File: src/rtl/seg_scan.sv
// seg_scan: BCD digit store time-multiplexed onto an active-low seven-segment display.
// Latency: load updates the store at the strobe edge; seg/an are registered one edge after idx.
// Backpressure: none; load/clr are single-cycle strobes, accepted every cycle. Option: SEG_LZB_EN.
module seg_scan #(
    parameter int NUM_DIGITS  = 4,
    parameter int REFRESH_DIV = 100000
) (
    input  logic                  clk,
    input  logic                  rst_n,
    input  logic [3:0]            digit_in,
    input  logic                  load,
    input  logic                  clr,
    output logic [6:0]            seg,
    output logic [NUM_DIGITS-1:0] an,
    output logic                  frame
);

    localparam int PW = (REFRESH_DIV > 1) ? $clog2(REFRESH_DIV) : 1;
    localparam int IW = $clog2(NUM_DIGITS);
    localparam logic [PW-1:0] PRE_LAST = PW'(REFRESH_DIV - 1);
    localparam logic [IW-1:0] IDX_LAST = IW'(NUM_DIGITS - 1);

    localparam logic [6:0] SEG_BLANK = 7'b1111111;
    localparam logic [6:0] SEG_DASH  = 7'b0111111;

    logic [3:0]            d [NUM_DIGITS];
    logic [PW-1:0]         pre;
    logic [IW-1:0]         idx;
    logic                  pre_tc;
    logic                  idx_wrap;
    logic [NUM_DIGITS-1:0] blank;
    logic [NUM_DIGITS-1:0] an_nxt;
    logic [6:0]            seg_nxt;

    // BCD to active-low segment pattern (seg[6]=g .. seg[0]=a); 10-15 show a dash
    function automatic logic [6:0] decode(input logic [3:0] v);
        logic [6:0] p;
        case (v)
            4'd0:    p = 7'b1000000;
            4'd1:    p = 7'b1111001;
            4'd2:    p = 7'b0100100;
            4'd3:    p = 7'b0110000;
            4'd4:    p = 7'b0011001;
            4'd5:    p = 7'b0010010;
            4'd6:    p = 7'b0000010;
            4'd7:    p = 7'b1111000;
            4'd8:    p = 7'b0000000;
            4'd9:    p = 7'b0010000;
            default: p = SEG_DASH;
        endcase
        return p;
    endfunction

    assign pre_tc   = (pre == PRE_LAST);
    assign idx_wrap = pre_tc && (idx == IDX_LAST);

    // Digit store: shift-in on load; clear beats load, reset beats both
    always_ff @(posedge clk) begin
        if (!rst_n || clr) begin
            for (int i = 0; i < NUM_DIGITS; i++) d[i] <= 4'd0;
        end else if (load) begin
            d[0] <= digit_in;
            for (int i = 1; i < NUM_DIGITS; i++) d[i] <= d[i-1];
        end
    end

    // Dwell prescaler and scan index; idx steps on the prescaler terminal count
    always_ff @(posedge clk) begin
        if (!rst_n) begin
            pre <= '0;
            idx <= '0;
        end else begin
            pre <= pre_tc ? '0 : pre + 1'b1;
            if (pre_tc) begin
                idx <= (idx == IDX_LAST) ? '0 : idx + 1'b1;
            end
        end
    end

`ifdef SEG_LZB_EN
    logic upper_zero;

    // Leading-zero mask: digit i blanks when it and every digit above it is zero; d[0] never blanks
    always_comb begin
        blank      = '0;
        upper_zero = 1'b1;
        for (int i = NUM_DIGITS - 1; i >= 1; i--) begin
            upper_zero = upper_zero & (d[i] == 4'd0);
            blank[i]   = upper_zero;
        end
    end
`else
    // Literal display: nothing is ever blanked
    always_comb begin
        blank = '0;
    end
`endif

    // Next output values for the digit currently selected by idx
    always_comb begin
        an_nxt      = '1;
        an_nxt[idx] = 1'b0;
        seg_nxt     = blank[idx] ? SEG_BLANK : decode(d[idx]);
    end

    // Pin registers: display dark in reset, frame marks the idx wrap to digit 0
    always_ff @(posedge clk) begin
        if (!rst_n) begin
            an    <= '1;
            seg   <= SEG_BLANK;
            frame <= 1'b0;
        end else begin
            an    <= an_nxt;
            seg   <= seg_nxt;
            frame <= idx_wrap;
        end
    end

endmodule

File: config.mk
export PLATFORM = sky130hd
export DESIGN_NAME = seg_scan
export DESIGN_NICKNAME = d
export VERILOG_FILES = /design/src/rtl/seg_scan.sv
export SDC_FILE = /design/constraint.sdc
export NUM_CORES = 1
export LEC_CHECK = 0
export ABC_AREA = 0
export CORE_MARGIN = 5
export CORE_UTILIZATION = 50
export DETAILED_ROUTE_END_ITERATION = 16
export PLACE_DENSITY = 0.77
export SLEW_MARGIN = 10
export SYNTH_ARGS = -nofsm -noshare
export SYNTH_HDL_FRONTEND = slang
export SYNTH_SLANG_ARGS = --single-unit
File: constraint.sdc
create_clock -name clk -period 2.57 [get_ports clk]
set_clock_uncertainty 0.1 [all_clocks]
set_input_delay 0.514 -clock clk [delete_from_list [all_inputs] [get_ports clk]]
set_output_delay 0.514 -clock clk [all_outputs]
set_load 0.01 [all_outputs]
# Word level (Yosys, flattened, before mapping)
# Memories as Yosys holds them, arrays and structs flattened. A register that Yosys moved wholly into a read port is not among the register bits.
# Index checks and enable logic that the tools add are counted.
# totals
mem_count	2
inputBits	8
output_inout_bits	12
reg_bits	24
elab_cells	40
ram_bits	16
latch_bits	0
mem_bits_ro	112
# mem_list
memory	depth	word_bits	read_ports	rd_ports_with_merged_regs	wr	line	source
(name not given)	16	7	1	1	0	38	case (v)
d	4	4	4	1	4	26	logic [3:0] d [NUM_DIGITS];
# classes
muxes	16
shifts	0
n_bitwise	6
add_sub_neg	2
magnitude_cmp	2
reduce_logical	6
eq_ne	2
n_div	0
multipliers	0
# op_table
operator	n
17-bit by 1-bit adder with 17-bit output, second input constant	1
17-bit == test, second input constant	1
4-bit 2-to-1 mux	4
1-bit 2-to-1 mux	7
2-bit 2-to-1 mux	3
4-bit inverter	1
1-bit bitwise OR	4
2-bit OR reduction	2
2-bit by 3-bit < comparator with 1-bit output, second input constant	1
2-bit by 1-bit adder with 2-bit output, second input constant	1
1-bit binary-select mux with 2-bit select	1
1-bit demux with 2-bit select	1
2-bit == test, second input constant	1
2-bit by 1-bit >= comparator with 1-bit output, second input constant	1
1-bit logical AND	2
1-bit zero test	1
1-bit logical OR	1
1-bit inverter	1

# Depth between registers and ports, before layout
# Gate-level depths: netlist of run 1.
# logic_depth
depth_word	5
mapped_depth	7
mapped_depth_nobuf	7

# Worst setup path after synthesis of run 1
# Ideal clock, no wire load.
# synth_path
kind	flip-flop to flip-flop
from	register (tool-made name)
to	register seg[4]
path_buffers	0
t_required_ps	2343
path_stages_with_launch	8
path_slack_ps	610
t_arrival_ps	1734
synth_period_minus_slack_ps	1960
setup_ps	127
cell_sequence	dfxtp_1 mux4_2 inv_1 ha_1 inv_1 mux2_2 mux2i_1 nand2_1
# synth_lines
item	line	source
end, declared	13	output logic [6:0] seg,

==> results.yml, run 1 <==
cts:
  clkLatencyLatePin_ns: 0.30
  cts-root-buf: "clkbuf_8"
  cts_resized: 0
  clk_pin_slew_ns: 0.08
  cts_made_buffers: 5
  post_cts_buffers: 0
  cts.sinks: 49
  h-tree-depth: 2
  cts_hold_buf: 0
  cts_buffer_depth: 2
  cts_tree: "done"
synthesis:
  syn_area_um2: 2130
  ys_warn_count: 0
  ys_ff_latch: 49
  synth_edf_count: 16
  dominantRegCellSynth: "dfxtp_1"
  syn_nets: 208
  ys_types: 34
  synth.avg_cell_area_um2: 11.3
  yosys.area.top_type_share_pct: 31.0
  synthCells: 189
  synth_top_area_cell: "dfxtp_1"
  synth_area_leaders: "dfxtp_1 31%, edfxtp_1 23%, ha_1 6.5%"
  ys_seq_area_share_pct: 53.5
  synthArstFlopShare_pct: 0
global_route:
  grt_usage_pct: 13.1
  grt_max_degree: 18
  grt_pass1_wl_mm: 5.61
  gr-total-overflow: 0
  grt_pass1_vias: 1247
  antenna_found_initial: 0
worst_hold_path:
  min_path_type: "reg -> reg"
  hold_depth: 1
power:
  finalPower_uw: 1370
  leakage_uw: 0.000904
  ir_worst_vdd_mv: 0.284
  p_per_area_nw_per_um2: 561
worst_setup_path:
  startpoint_type: "flip-flop"
  worstRegToRegCells: 7
  critPathKind: "reg -> reg"
  cp_data_arrival_time_ns: 2.13
  cpPeakStageDelay_ns: 0.61
  r2r_slack_ns: 0.53
  crit_required_ns: 2.66
  crit_slowest_cell: "mux4_2"
  path_max_fanout: 6
  crit_top_cell: "inv_1"
  end_kind: "flip-flop"
  crit_chain: "mux4_2 -> inv_1 -> ha_1 -> inv_1 -> mux2_2 -> mux2i_1 -> nand2_1"
floorplan:
  initial_core_util_pct: 52.6
  num_rows: 23
  io_pins: 20
  core_um2: 4060
  die_x_um: 75.3
  die_y_um: 75.3
  die-area_um2: 5670
final_layout:
  antennaDiodeCount: 0
  synthToLayoutAreaGrowth_pct: 14.4
  layout_commonest_cell: "dfxtp_1"
  final_area_um2: 2440
  multi_input_area_um2: 911
  regArea_um2: 1140
  final_cell_mix: "33 x dfxtp_1, 19 x clkdlybuf4s50_1, 18 x nor2_1"
  final_nets: 231
  drive_above_1_share_pct: 9.39
  final.fill_count: 347
placed_design:
  gp_routability_congestion: 0.745
  dpl_cell_area_um2: 2360
  hpwlAfterDp_mm: 2.31
  io_buffers: 19
  dpl_worst_slack_ns: 0.507
status:
  status: "finished, final reports clean"
timing:
  tightest_slew_ns: 0.405
  slew_headroom_pct: 73.0
  finalSetupTns_ns: 0
  hold_viol_final: 0
  rsz0062_at_grt: "false"
  hold_ws_ns: 0.349
  finalWorstPathRequiredPeriod_ns: 2.04
  fin_crit_sh_pct: 79.5
  setup_viol: 0
  post-route-worst-setup-slack_ns: 0.526
  fmax_ghz: 0.489
  maxSlewViolCount: 0
routing:
  first_iter_violations: 74
  drc: 0
  wl_mm: 3.23
  viasPerCell: 5.16
  wire_per_inst_um: 12.3
  drtPass1Iterations: 4
  num_vias: 1358
  ant_nets: 0
run:
  drv_cap: 0
final cells by class:
cell class | count | area share (%)
inverters | 10 | 1.54
multi-input cells | 125 | 37.3
well taps | 50 | 2.56
clock inverters | 2 | 0.461
clock buffers | 6 | 2.97
repair buffers | 21 | 8.41
flip-flops and latches | 49 | 46.7
synth_stat cells (3+ instances only):
| library cell | instances |
|---|---|
| and2_1 | 17 |
| nand2_1 | 12 |
| xnor2_1 | 9 |
| ha_1 | 11 |
| nor3_1 | 3 |
| nand3_1 | 5 |
| edfxtp_1 | 16 |
| a21oi_1 | 6 |
| nor2_1 | 18 |
| dfxtp_1 | 33 |
| or3_1 | 4 |
| o21ai_0 | 10 |
| mux4_2 | 4 |
| inv_1 | 10 |
| mux2i_1 | 5 |
metal layers:
layer  share of wire [%]  GRT usage [%]  vias to the layer above
met2                  43           19.6                       33
met1                  49           18.0                      629
met4                 1.5           4.66                        0
met3                 6.7           3.96                        4
li1                    -              -                      692
met5                   0              0                        -
final timing paths:
path	from	to
worst min-delay path	pre[0]	pre[0]
worst min register to register	pre[0]	pre[0]
worst max-delay path	flip-flop	seg[4]
worst max register to register	flip-flop	seg[4]
per-stage QoR:
step | utilization, % | instances
2_1_floorplan | - | 189
3_3_place_gp | 58.1 | 255
3_5_place_dp | 58.1 | 255
4_1_cts | 60.2 | 263
5_1_grt | 60.2 | 263
6_report | 60.2 | 263
worst max-delay path, delay by kind of cell, from the launching register on:
kind | cells | cell delay (ns)
DFF | 1 | 0.46
muxes | 3 | 0.98
buffers and inverters | 2 | 0.17
and+or+nand+nor | 1 | 0.06
adders and majority gates | 1 | 0.17
cells by family after synthesis:
kind of cell	count (synthesis)	synth area share [%]
AO/OA/AOI/OAI	16	3.75
adder cells (fa/ha/maj)	11	6.45
AND/OR/NAND/NOR	77	20.9
multiplexers	10	7.10
flip-flops	49	53.5
XOR/XNOR	11	4.52
buffers and inverters	15	3.81
sequential cells by signal, indices dropped and copies added, names as in the netlist, named ones only:
| register | count |
|---|---|
| pre | 17 |
| d | 16 |
| seg | 7 |
| an | 4 |
| idx | 2 |
| frame | 1 |
report_power, final:
| part | total (uW) | internal, uW | switching, uW |
|---|---|---|---|
| sequential | 837 | 825 | 11.8 |
| combinational | 103 | 54.9 | 48.0 |
| clock | 429 | 189 | 241 |
| total | 1370 | 1070 | 300 |
(Power assumes the default switching activity.)
==> inputs of run 2 (changes only) <==
- clock period: 2.57 -> 2.1 ns (I/O delays scaled with it)
==> run 2 against run 1 <==
  * Global-route usage is 0.64 points higher
  * Die area did not move
  * Design area grew 2.5%
==> results.yml, run 2 (synthesis results as in run 1) <==
status:
  status: "finished, final reports clean"
final_layout:
  final_cells: 268
  top_register: "pre"
  final_cell_mix: "32 x dfxtp_1, 19 x clkdlybuf4s50_1, 18 x nor2_1"
  reg.largest.list: "pre: 17 flops, d: 16 flops, seg: 7 flops"
  synthToLayoutAreaGrowth_pct: 17.2
  drive_above_1_share_pct: 12.8
  final_area_um2: 2500
  final_nets: 236
  largest_reg_flops: 17
  layout_commonest_cell: "dfxtp_1"
  antennaDiodeCount: 0
run:
  drv_cap: 0
placed_design:
  hpwlAfterDp_mm: 2.45
  gp_routability_congestion: 0.796
  io_buffers: 19
  dpl_cell_area_um2: 2390
  numPlacedInstances: 260
cts:
  h-tree-depth: 2
  cts_made_buffers: 5
  cts_buffer_depth: 2
  clk_pin_slew_ns: 0.08
  cts_tree: "done"
  post_cts_buffers: 0
  cts-root-buf: "clkbuf_8"
  clkLatencyLatePin_ns: 0.30
  cts.sinks: 49
power:
  leakage_uw: 0.000938
  ir_worst_vdd_mv: 0.359
  finalPower_uw: 1760
  p_per_area_nw_per_um2: 703
floorplan:
  die-area_um2: 5670
  die_x_um: 75.3
  initial_core_util_pct: 52.6
  io_pins: 20
  core_um2: 4060
  die_y_um: 75.3
  num_rows: 23
worst_setup_path:
  cp_data_arrival_time_ns: 2.03
  startpoint_type: "flip-flop"
  end_kind: "flip-flop"
  crit_required_ns: 2.19
  path_max_fanout: 10
  critPathKind: "reg -> reg"
global_route:
  grt_pass1_wl_mm: 5.83
  grt_usage_pct: 13.7
  grt_pass1_vias: 1294
  grt_max_degree: 17
  antenna_found_initial: 0
  gr-total-overflow: 0
timing:
  maxSlewViolCount: 0
  tightest_slew_ns: 0.411
  setup_viol: 0
  rsz0062_at_grt: "false"
  slew_headroom_pct: 72.6
  finalSetupTns_ns: 0
  fmax_ghz: 0.514
  finalWorstPathRequiredPeriod_ns: 1.94
  fin_crit_sh_pct: 92.6
  hold_viol_final: 0
  hold_ws_ns: 0.354
routing:
  drc: 0
  num_vias: 1362
  wl_mm: 3.35
  ant_nets: 0
  first_iter_violations: 53
  wire_per_inst_um: 12.5
  viasPerCell: 5.08
  drtPass1Iterations: 4
worst_hold_path:
  min_path_type: "reg -> reg"
run 2: final cells by class:
cell class,count,area [um2]
clock inverter,1,5.00
fill,357,1560
inverter,10,37.5
tap,50,62.6
multi-input combinational,125,913
sequential,49,1140
clock buffer,7,97.6
timing repair buffer,26,243
run 2: where the power goes:
| part | switching [uW] | internal [uW] | total [uW] |
|---|---|---|---|
| sequential | 14.7 | 1010 | 1020 |
| clock | 295 | 306 | 601 |
| combinational | 59.4 | 71.6 | 131 |
run 2: repair_timing:
item	in CTS	in global routing
hold buffers	0	0
endpoints found under the setup margin	0	2
resized for setup	0	2
run 2: worst paths after layout:
| check | start | end | slack [ns] | depth (start not counted) |
|---|---|---|---|---|
| min | pre[0] | pre[0] | 0.35 | 1 |
| max reg2reg | pre[14] | pre[3] | 0.16 | 5 |
| min reg2reg | pre[0] | pre[0] | 0.35 | 1 |
| max | pre[14] | pre[3] | 0.16 | 5 |
run 2: through the flow:
step | utilization [%] | worst slack [ns]
2_1_floorplan | - | 0.140
3_3_place_gp | 59.0 | 0.142
3_5_place_dp | 59.0 | 0.125
4_1_cts | 61.5 | 0.130
5_1_grt | 61.6 | 0.0231
6_report | 61.6 | 0.156
run 2: layer usage:
layer	vias to the layer above	share of wire [%]	global-route usage, %
met5	-	0	0
met4	0	1.7	6.41
met2	25	45	21.3
li1	701	-	-
met1	631	49	18.5
met3	5	4.7	2.77
run 2: critical path: stages (launching register included):
cell,delay [ns]
dfxtp_1,0.36
or4b_4,0.56
nor4_4,0.41
nand2b_1,0.18
buf_4,0.17
nor2_1,0.06
==> inputs of run 3 (changes only) <==
- CORE_ASPECT_RATIO: default -> 1.25
- RECOVER_POWER: default -> 25
==> run 3 against run 2 <==
  * Sequential share of layout area shrank 0.16 points
  * Setup slack lost 0.055 ns
  * Combinational power is essentially flat
  * First-iteration DRC count is the same
  * Largest power group unchanged
  * Sequential power is essentially flat
  * Cell count grew 3.0%
  * Worst hold slack gained 0.0034 ns
  * Die area grew 0.15%
  * Flip-flop and latch count is the same
  * Fmax shrank 2.7%
  * Register-to-register slack lost 0.05 ns
  * Design area grew 0.25%
==> results.yml, run 3 (synthesis results as in run 1) <==
status:
  status: "finished, final reports clean"
worst_hold_path:
  min_path_type: "reg -> reg"
worst_setup_path:
  path_max_fanout: 4
  critPathTopFamily: "multiplexers"
  crit_chain: "mux4_2 -> inv_1 -> ha_1 -> inv_1 -> mux2_2 -> mux2i_1 -> nand2_1"
  crit_required_ns: 2.19
  cpPeakStageDelay_ns: 0.55
  cp_data_arrival_time_ns: 2.09
  startpoint_type: "flip-flop"
  end_kind: "flip-flop"
  critPathBufInv: 2
  crit_slowest_cell: "mux4_2"
  critPathKind: "reg -> reg"
  crit_top_cell: "inv_1"
floorplan:
  io_pins: 20
  initial_core_util_pct: 52.0
  die_x_um: 68.4
  num_rows: 26
  core_um2: 4100
  die_y_um: 83.0
  die-area_um2: 5680
final_layout:
  largest_reg_flops: 17
  layout_commonest_cell: "dfxtp_1"
  antennaDiodeCount: 0
  reg.largest.list: "pre: 17 flops, d: 16 flops, seg: 7 flops"
  top_register: "pre"
  final_area_um2: 2510
  post-route-util_pct: 61.2
  final.fill_count: 361
  final_cell_mix: "33 x dfxtp_1, 18 x nor2_1, 17 x and2_1"
  synthToLayoutAreaGrowth_pct: 17.5
  drive_above_1_share_pct: 12.3
  final_nets: 238
timing:
  slew_headroom_pct: 57.8
  fmax_ghz: 0.500
  setup_viol: 0
  hold_viol_final: 0
  hold_ws_ns: 0.357
  maxSlewViolCount: 0
  finalWorstPathRequiredPeriod_ns: 2.00
  fin_crit_sh_pct: 95.2
  finalSetupTns_ns: 0
  tightest_slew_ns: 0.634
  rsz0062_at_grt: "false"
routing:
  viasPerCell: 5.02
  wl_mm: 3.24
  ant_nets: 0
  num_vias: 1386
  drc: 0
  first_iter_violations: 53
  drtPass1Iterations: 4
  wire_per_inst_um: 11.7
power:
  p_sw_uw: 382
  p_int_uw: 1320
  p_per_area_nw_per_um2: 678
  pwr-share-comb_pct: 7.7
  p_clk_share_pct: 32.1
  leakage_uw: 0.000939
  p_sw_share_pct: 22.5
  ir_worst_vdd_mv: 0.368
  pwr-share-seq_pct: 60.3
  finalPower_uw: 1700
global_route:
  use_met3_pct: 4.19
  met1_usage_pct: 15.0
  grt_pass1_wl_mm: 5.44
  grt_pass1_vias: 1269
  busiest_layer: "met2"
  grt_usage_pct: 12.6
  gr-total-overflow: 0
  grt_max_degree: 17
  antenna_found_initial: 0
  grt_use_met2_pct: 20.2
cts:
  cts_tree: "done"
  cts-root-buf: "clkbuf_8"
  cts_resized: 0
  clkLatencyLatePin_ns: 0.30
  cts_hold_buf: 0
  post_cts_buffers: 0
  clk_pin_slew_ns: 0.09
  cts.sinks: 49
  cts_made_buffers: 5
  cts_buffer_depth: 2
  h-tree-depth: 2
placed_design:
  hpwlAfterDp_mm: 2.39
  io_buffers: 19
  gp_routability_congestion: 0.767
  dpl_cell_area_um2: 2420
run:
  drv_cap: 0
-- run 3: worst paths after layout --
path	startpoint	end	slack (ns)	depth (start not counted)
worst max-delay path	flip-flop	seg[4]	0.10	7
worst min-delay path	pre[0]	pre[0]	0.36	1
worst max register to register	flip-flop	seg[4]	0.10	7
worst min register to register	pre[0]	pre[0]	0.36	1
-- run 3: per-layer routing --
layer | vias up | share of wire (%)
met5 | - | 0
met4 | 0 | 1.9
met3 | 6 | 4.4
met2 | 21 | 48
met1 | 651 | 46
li1 | 708 | -
-- run 3: layout make-up --
| cell class | instances | area (um2) | share of cell area (%) |
|---|---|---|---|
| Clock inverter | 3 | 21.3 | 0.848 |
| Clock buffer | 5 | 68.8 | 2.74 |
| Tap cell | 56 | 70.1 | 2.79 |
| Sequential cell | 49 | 1140 | 45.5 |
| Multi-Input combinational cell | 125 | 911 | 36.3 |
| Timing Repair Buffer | 28 | 258 | 10.3 |
| Inverter | 10 | 37.5 | 1.50 |
-- run 3: stage by stage --
stage / instances / setup WS [ns]
finish: 276 / 0.101
detailed placement: 268 / 0.0878
floorplan: 189 / 0.140
global route: 276 / 0.000279
global placement: 268 / 0.108
CTS: 276 / 0.0769
-- run 3: worst reg2reg max path, cell delays in order, from the launching register on --
cell	delay, ns
dfxtp_1	0.47
mux4_2	0.55
inv_1	0.12
ha_1	0.18
inv_1	0.04
mux2_2	0.25
mux2i_1	0.13
nand2_1	0.06
-- run 3: power groups by stage --
| stage | Clock (uW) | Combinational [uW] | Sequential, uW |
|---|---|---|---|
| floorplan | 0 | 69.4 | 1050 |
| global placement | 0 | 133 | 1050 |
| detailed placement | 0 | 136 | 1050 |
| CTS | 563 | 136 | 1030 |
| global route | 592 | 146 | 1030 |
| finish | 545 | 130 | 1020 |
